--- src/rtl/pipe_stage_chain.sv ---
// Handshaked inter-stage register chain: DEPTH stages of data + control with valid/ready,
// bubble collapsing, pipeline-wide freeze and flush-to-bubble.
module pipe_stage_chain #(
    parameter int unsigned DATA_W = 32,
    parameter int unsigned CTRL_W = 8,
    parameter int unsigned DEPTH  = 1,
    localparam int unsigned CNT_W = $clog2(DEPTH + 1)
) (
    input  logic              clk,
    input  logic              rst,
    input  logic              in_valid,
    output logic              in_ready,
    input  logic [DATA_W-1:0] in_data,
    input  logic [CTRL_W-1:0] in_ctrl,
    output logic              out_valid,
    input  logic              out_ready,
    output logic [DATA_W-1:0] out_data,
    output logic [CTRL_W-1:0] out_ctrl,
    input  logic              freeze,
    input  logic              flush,
    output logic [CNT_W-1:0]  occupancy
);

    logic [DEPTH-1:0]  v;
    logic [DATA_W-1:0] d [DEPTH];
    logic [CTRL_W-1:0] c [DEPTH];
    logic [DEPTH-1:0]  adv;
    logic              active;
    logic              in_xfer;
    logic              out_xfer;

    // A stage may load when it is empty or anything downstream of it frees a slot.
    always_comb begin : ready_chain
        logic hole;
        hole = out_ready;
        adv  = '0;
        for (int i = int'(DEPTH) - 1; i >= 0; i--) begin
            hole   = hole | ~v[i];
            adv[i] = hole;
        end
    end

    assign active    = ~freeze & ~flush;
    assign in_ready  = adv[0] & active;
    assign out_valid = v[DEPTH-1] & active;
    assign out_data  = d[DEPTH-1];
    assign out_ctrl  = c[DEPTH-1];
    assign in_xfer   = in_valid & in_ready;
    assign out_xfer  = out_valid & out_ready;

    // Stage registers; bubbles always carry zeroed payload so they act as clean NOPs.
    always_ff @(posedge clk or posedge rst) begin
        if (rst) begin
            v         <= '0;
            occupancy <= '0;
            for (int i = 0; i < int'(DEPTH); i++) begin
                d[i] <= '0;
                c[i] <= '0;
            end
        end else if (flush) begin
            v         <= '0;
            occupancy <= '0;
            for (int i = 0; i < int'(DEPTH); i++) begin
                d[i] <= '0;
                c[i] <= '0;
            end
        end else if (!freeze) begin
            if (adv[0]) begin
                v[0] <= in_valid;
                d[0] <= in_valid ? in_data : '0;
                c[0] <= in_valid ? in_ctrl : '0;
            end
            for (int i = 1; i < int'(DEPTH); i++) begin
                if (adv[i]) begin
                    v[i] <= v[i-1];
                    d[i] <= v[i-1] ? d[i-1] : '0;
                    c[i] <= v[i-1] ? c[i-1] : '0;
                end
            end
            occupancy <= occupancy + CNT_W'(in_xfer) - CNT_W'(out_xfer);
        end
    end

endmodule

--- config.mk ---
export PLATFORM = sky130hd
export DESIGN_NAME = pipe_stage_chain
export DESIGN_NICKNAME = d
export VERILOG_FILES = /design/src/rtl/pipe_stage_chain.sv
export SDC_FILE = /design/constraint.sdc
export NUM_CORES = 1
export LEC_CHECK = 0
export ABC_AREA = 1
export BUFFER_PORTS_ARGS = -buffer_cell sky130_fd_sc_hd__buf_2
export CAP_MARGIN = 15
export CORE_UTILIZATION = 41
export DETAILED_ROUTE_END_ITERATION = 10
export GPL_TIMING_DRIVEN = 0
export PLACE_DENSITY = 0.76
export SLEW_MARGIN = 30
export SYNTH_ARGS = -nofsm -noshare
export SYNTH_HDL_FRONTEND = slang
export SYNTH_SLANG_ARGS = --single-unit
export TNS_END_PERCENT = 10
--- constraint.sdc ---
create_clock -name clk -period 1.35 [get_ports clk]
set_input_delay 0.3375 -clock clk [delete_from_list [all_inputs] [get_ports clk]]
set_output_delay 0.3375 -clock clk [all_outputs]
set_load 0.05 [all_outputs]
==> impl_metrics.env <==
export IMPL_run_status="finished with violations"
export IMPL_violations="setup timing"
export IMPL_power_per_cell_area_mw_per_mm2=1080
export IMPL_synthToLayoutAreaGrowth_pct=36.9
export IMPL_fmax_ghz=0.635
export IMPL_first_global_vias=1428
export IMPL_first_pass_iters=4
export IMPL_synth_seq_area_share=0.587
export IMPL_finish_net_count=338
export IMPL_hold_ws_ps=10.0
export IMPL_placement_rows=23
export IMPL_clkSinkCount=42
export IMPL_syn_inst=194
export IMPL_tritoncts_num_buffers=5
export IMPL_synth_unique_cells=17
export IMPL_insertedDiodeCount=0
export IMPL_layout_min_cycle_time_ps=1570
export IMPL_post_drt_via_cell_ratio=4.70
export IMPL_placedInstanceArea_mm2=0.00232
export IMPL_route_antenna_remaining_nets=0
export IMPL_crit_path_start_kind="register"
export IMPL_total_die_area_mm2=0.00463
export IMPL_fillers=370
export IMPL_synth_net_count=240
export IMPL_initial_utilization=0.438
export IMPL_routed_via_count=1603
export IMPL_slew_limit_headroom=0.765
export IMPL_worst_ir_drop_vdd_v=0.000593
export IMPL_postLayoutSetupSlackWorst_ps=-224
export IMPL_timing_final_hold_violations=0
export IMPL_cap_violations=0
export IMPL_drive_gt1_frac=0.399
export IMPL_finalSetupViolCount=2
export IMPL_placed_instances=332
export IMPL_boundaryPins=89
export IMPL_layout_common_cells="91 x sky130_fd_sc_hd__buf_2, 43 x sky130_fd_sc_hd__nand3_1, 42 x sky130_fd_sc_hd__inv_1, 42 x sky130_fd_sc_hd__dfrtp_1, 24 x sky130_fd_sc_hd__o21ai_0"
export IMPL_grt_pass1_wl_um=6310
export IMPL_initial_antenna_violation_count=0
export IMPL_hpwlAfterDp_um=2920
export IMPL_final_setup_skew_ps=3.20
export IMPL_globalplace_congestion=0.785
export IMPL_syn_cell_area_mm2=0.00179
export IMPL_critical_path_endpoint_type="output pin"
export IMPL_detail_route_drc_violations=0
export IMPL_tritoncts="built"
export IMPL_min_period_over_period=1.17
export IMPL_clkLatencyLatePin_ps=280
export IMPL_final_common_cell="sky130_fd_sc_hd__buf_2"
export IMPL_routed_wirelength_um=4130
export IMPL_cpPeakStageDelay_ps=420
export IMPL_stdcell_count=341
export IMPL_globalRoute_totalOverflow=0
export IMPL_coreArea_mm2=0.00409
export IMPL_synth_warnings=0
export IMPL_finish_instance_area_mm2=0.00245
export IMPL_critPathRequiredTime_ps=1010
export IMPL_postSynthRegisterBits=42
export IMPL_worst_endpoint_arrival_ps=1240
export IMPL_clk_pin_slew_ps=70
export IMPL_cts_max_level=2
export IMPL_grtUsageTotal=0.189
export IMPL_drt_initial_drc_count=64
export IMPL_dieHeight_um=68.1
export IMPL_grt_setup_unrepaired="yes"
export IMPL_hold_path_class="input pin to asynchronous set/reset pin"
export IMPL_maxSlewViolCount=0
export IMPL_avgRoutedWirePerCell_um=12.1
export IMPL_horizontal_extent_of_the_die_um=68.1
export IMPL_static_leakage_power_nw=1.29
export IMPL_syn_area_per_cell_um2=9.22
export IMPL_cts_path_max_buffers=2
export IMPL_critical_path_cell_list="nand2_2 > inv_2 > nor3_4 > buf_6 > buf_8"
export IMPL_portBuffers=87
export IMPL_cts_hold_fix_buffers=0
export IMPL_critical_path_peak_fanout=3
export IMPL_largest_net_degree_at_the_start_of_global_routing=28
export IMPL_slowest_stage_cell_crit_path="sky130_fd_sc_hd__dfrtp_1"
export IMPL_crit_type="register to output pin"
export IMPL_dp_slack_ps=-304
export IMPL_worstMarginPinSlew_ps=352
export IMPL_clk_root_buffer_cell="sky130_fd_sc_hd__clkbuf_8"
## per-layer routing
| metal | wire [um] | GRT usage |
|---|---|---|
| met3 | 284 | 0.0583 |
| met5 | 0 | 0 |
| met1 | 1920 | 0.247 |
| met4 | 53 | 0.0625 |
| met2 | 1870 | 0.297 |
## where the power goes
group / total (mW) / internal (mW) / switching (mW)
sequential: 1.34 / 1.31 / 0.0270
combinational: 0.527 / 0.157 / 0.370
clock: 0.776 / 0.394 / 0.382
## state kept, by name, summed over array words and instances (netlist names)
name / cells
out_ctrl: 8
v: 1
out_data: 32
occupancy: 1
## worst paths after layout
path | start | end | slack, ps | cells after the start
max in group asynchronous | rst | out_data[3]$_DFFE_PP0P_ | 890 | 3
worst min register to register | out_data[20]$_DFFE_PP0P_ | out_data[20]$_DFFE_PP0P_ | 520 | 2
worst min-delay path | rst | out_data[7]$_DFFE_PP0P_ | 10 | 2
worst max register to register | v$_DFFE_PP0P_ | out_ctrl[3]$_DFFE_PP0P_ | 110 | 7
min in group clk | in_data[26] | out_data[26]$_DFFE_PP0P_ | 280 | 3
worst max-delay path | v$_DFFE_PP0P_ | in_ready | -220 | 5
## through the flow
step | setup TNS [ps] | power, mW | util
3_3_place_gp | -22150 | 1.86 | 0.562
2_1_floorplan | 0 | 1.70 | -
6_report | -418 | 2.64 | 0.599
3_5_place_dp | -1400 | 1.87 | 0.567
5_1_grt | -532 | 2.78 | 0.599
4_1_cts | -415 | 2.67 | 0.597
## Yosys cell counts
| master | instances | area share |
|---|---|---|
| sky130_fd_sc_hd__a21oi_1 | 1 | 0.0028 |
| sky130_fd_sc_hd__buf_2 | 6 | 0.017 |
| sky130_fd_sc_hd__buf_6 | 4 | 0.025 |
| sky130_fd_sc_hd__clkbuf_1 | 3 | 0.0063 |
| sky130_fd_sc_hd__dfrtp_1 | 42 | 0.59 |
| sky130_fd_sc_hd__inv_1 | 44 | 0.092 |
| sky130_fd_sc_hd__inv_2 | 1 | 0.0021 |
| sky130_fd_sc_hd__nand2_1 | 2 | 0.0042 |
| sky130_fd_sc_hd__nand2_2 | 1 | 0.0035 |
| sky130_fd_sc_hd__nand3_1 | 43 | 0.12 |
| sky130_fd_sc_hd__nand4_1 | 1 | 0.0035 |
| sky130_fd_sc_hd__nor2_1 | 2 | 0.0042 |
| sky130_fd_sc_hd__nor3_1 | 1 | 0.0028 |
| sky130_fd_sc_hd__nor3_4 | 1 | 0.0091 |
| sky130_fd_sc_hd__o21ai_0 | 24 | 0.067 |
| sky130_fd_sc_hd__o21ai_1 | 17 | 0.048 |
| sky130_fd_sc_hd__o21ai_2 | 1 | 0.0049 |
## kinds of logic after synthesis
| kind of cell | count (synthesis) | synth area share |
|---|---|---|
| DFF | 42 | 0.587 |
| AOI/OAI and AO/OA | 43 | 0.122 |
| buffers and inverters | 58 | 0.143 |
| and+or+nand+nor | 51 | 0.148 |
## worst max-delay path, delay by kind of cell (launching register included)
kind / cells / cell delay (ps)
and+or+nand+nor: 2 / 220
buffers and inverters: 3 / 300
DFF: 1 / 420
## cell type report
class,instances,area [um2],share of cell area
clock buffers,6,82.6,0.0337
inverters,45,171,0.0700
flip-flops and latches,42,1050,0.429
repair buffers,91,498,0.203
multi-input cells,94,494,0.202
well taps,50,62.6,0.0255
plain buffers,13,88.8,0.0363
## timing repair
| item | CTS | global route |
|---|---|---|
| setup buffers | 3 | 1 |
| setup endpoints to repair | 9 | 25 |
| resized for setup | 6 | 5 |
| pin swaps | 2 | 2 |
(Power assumes the default switching activity.)
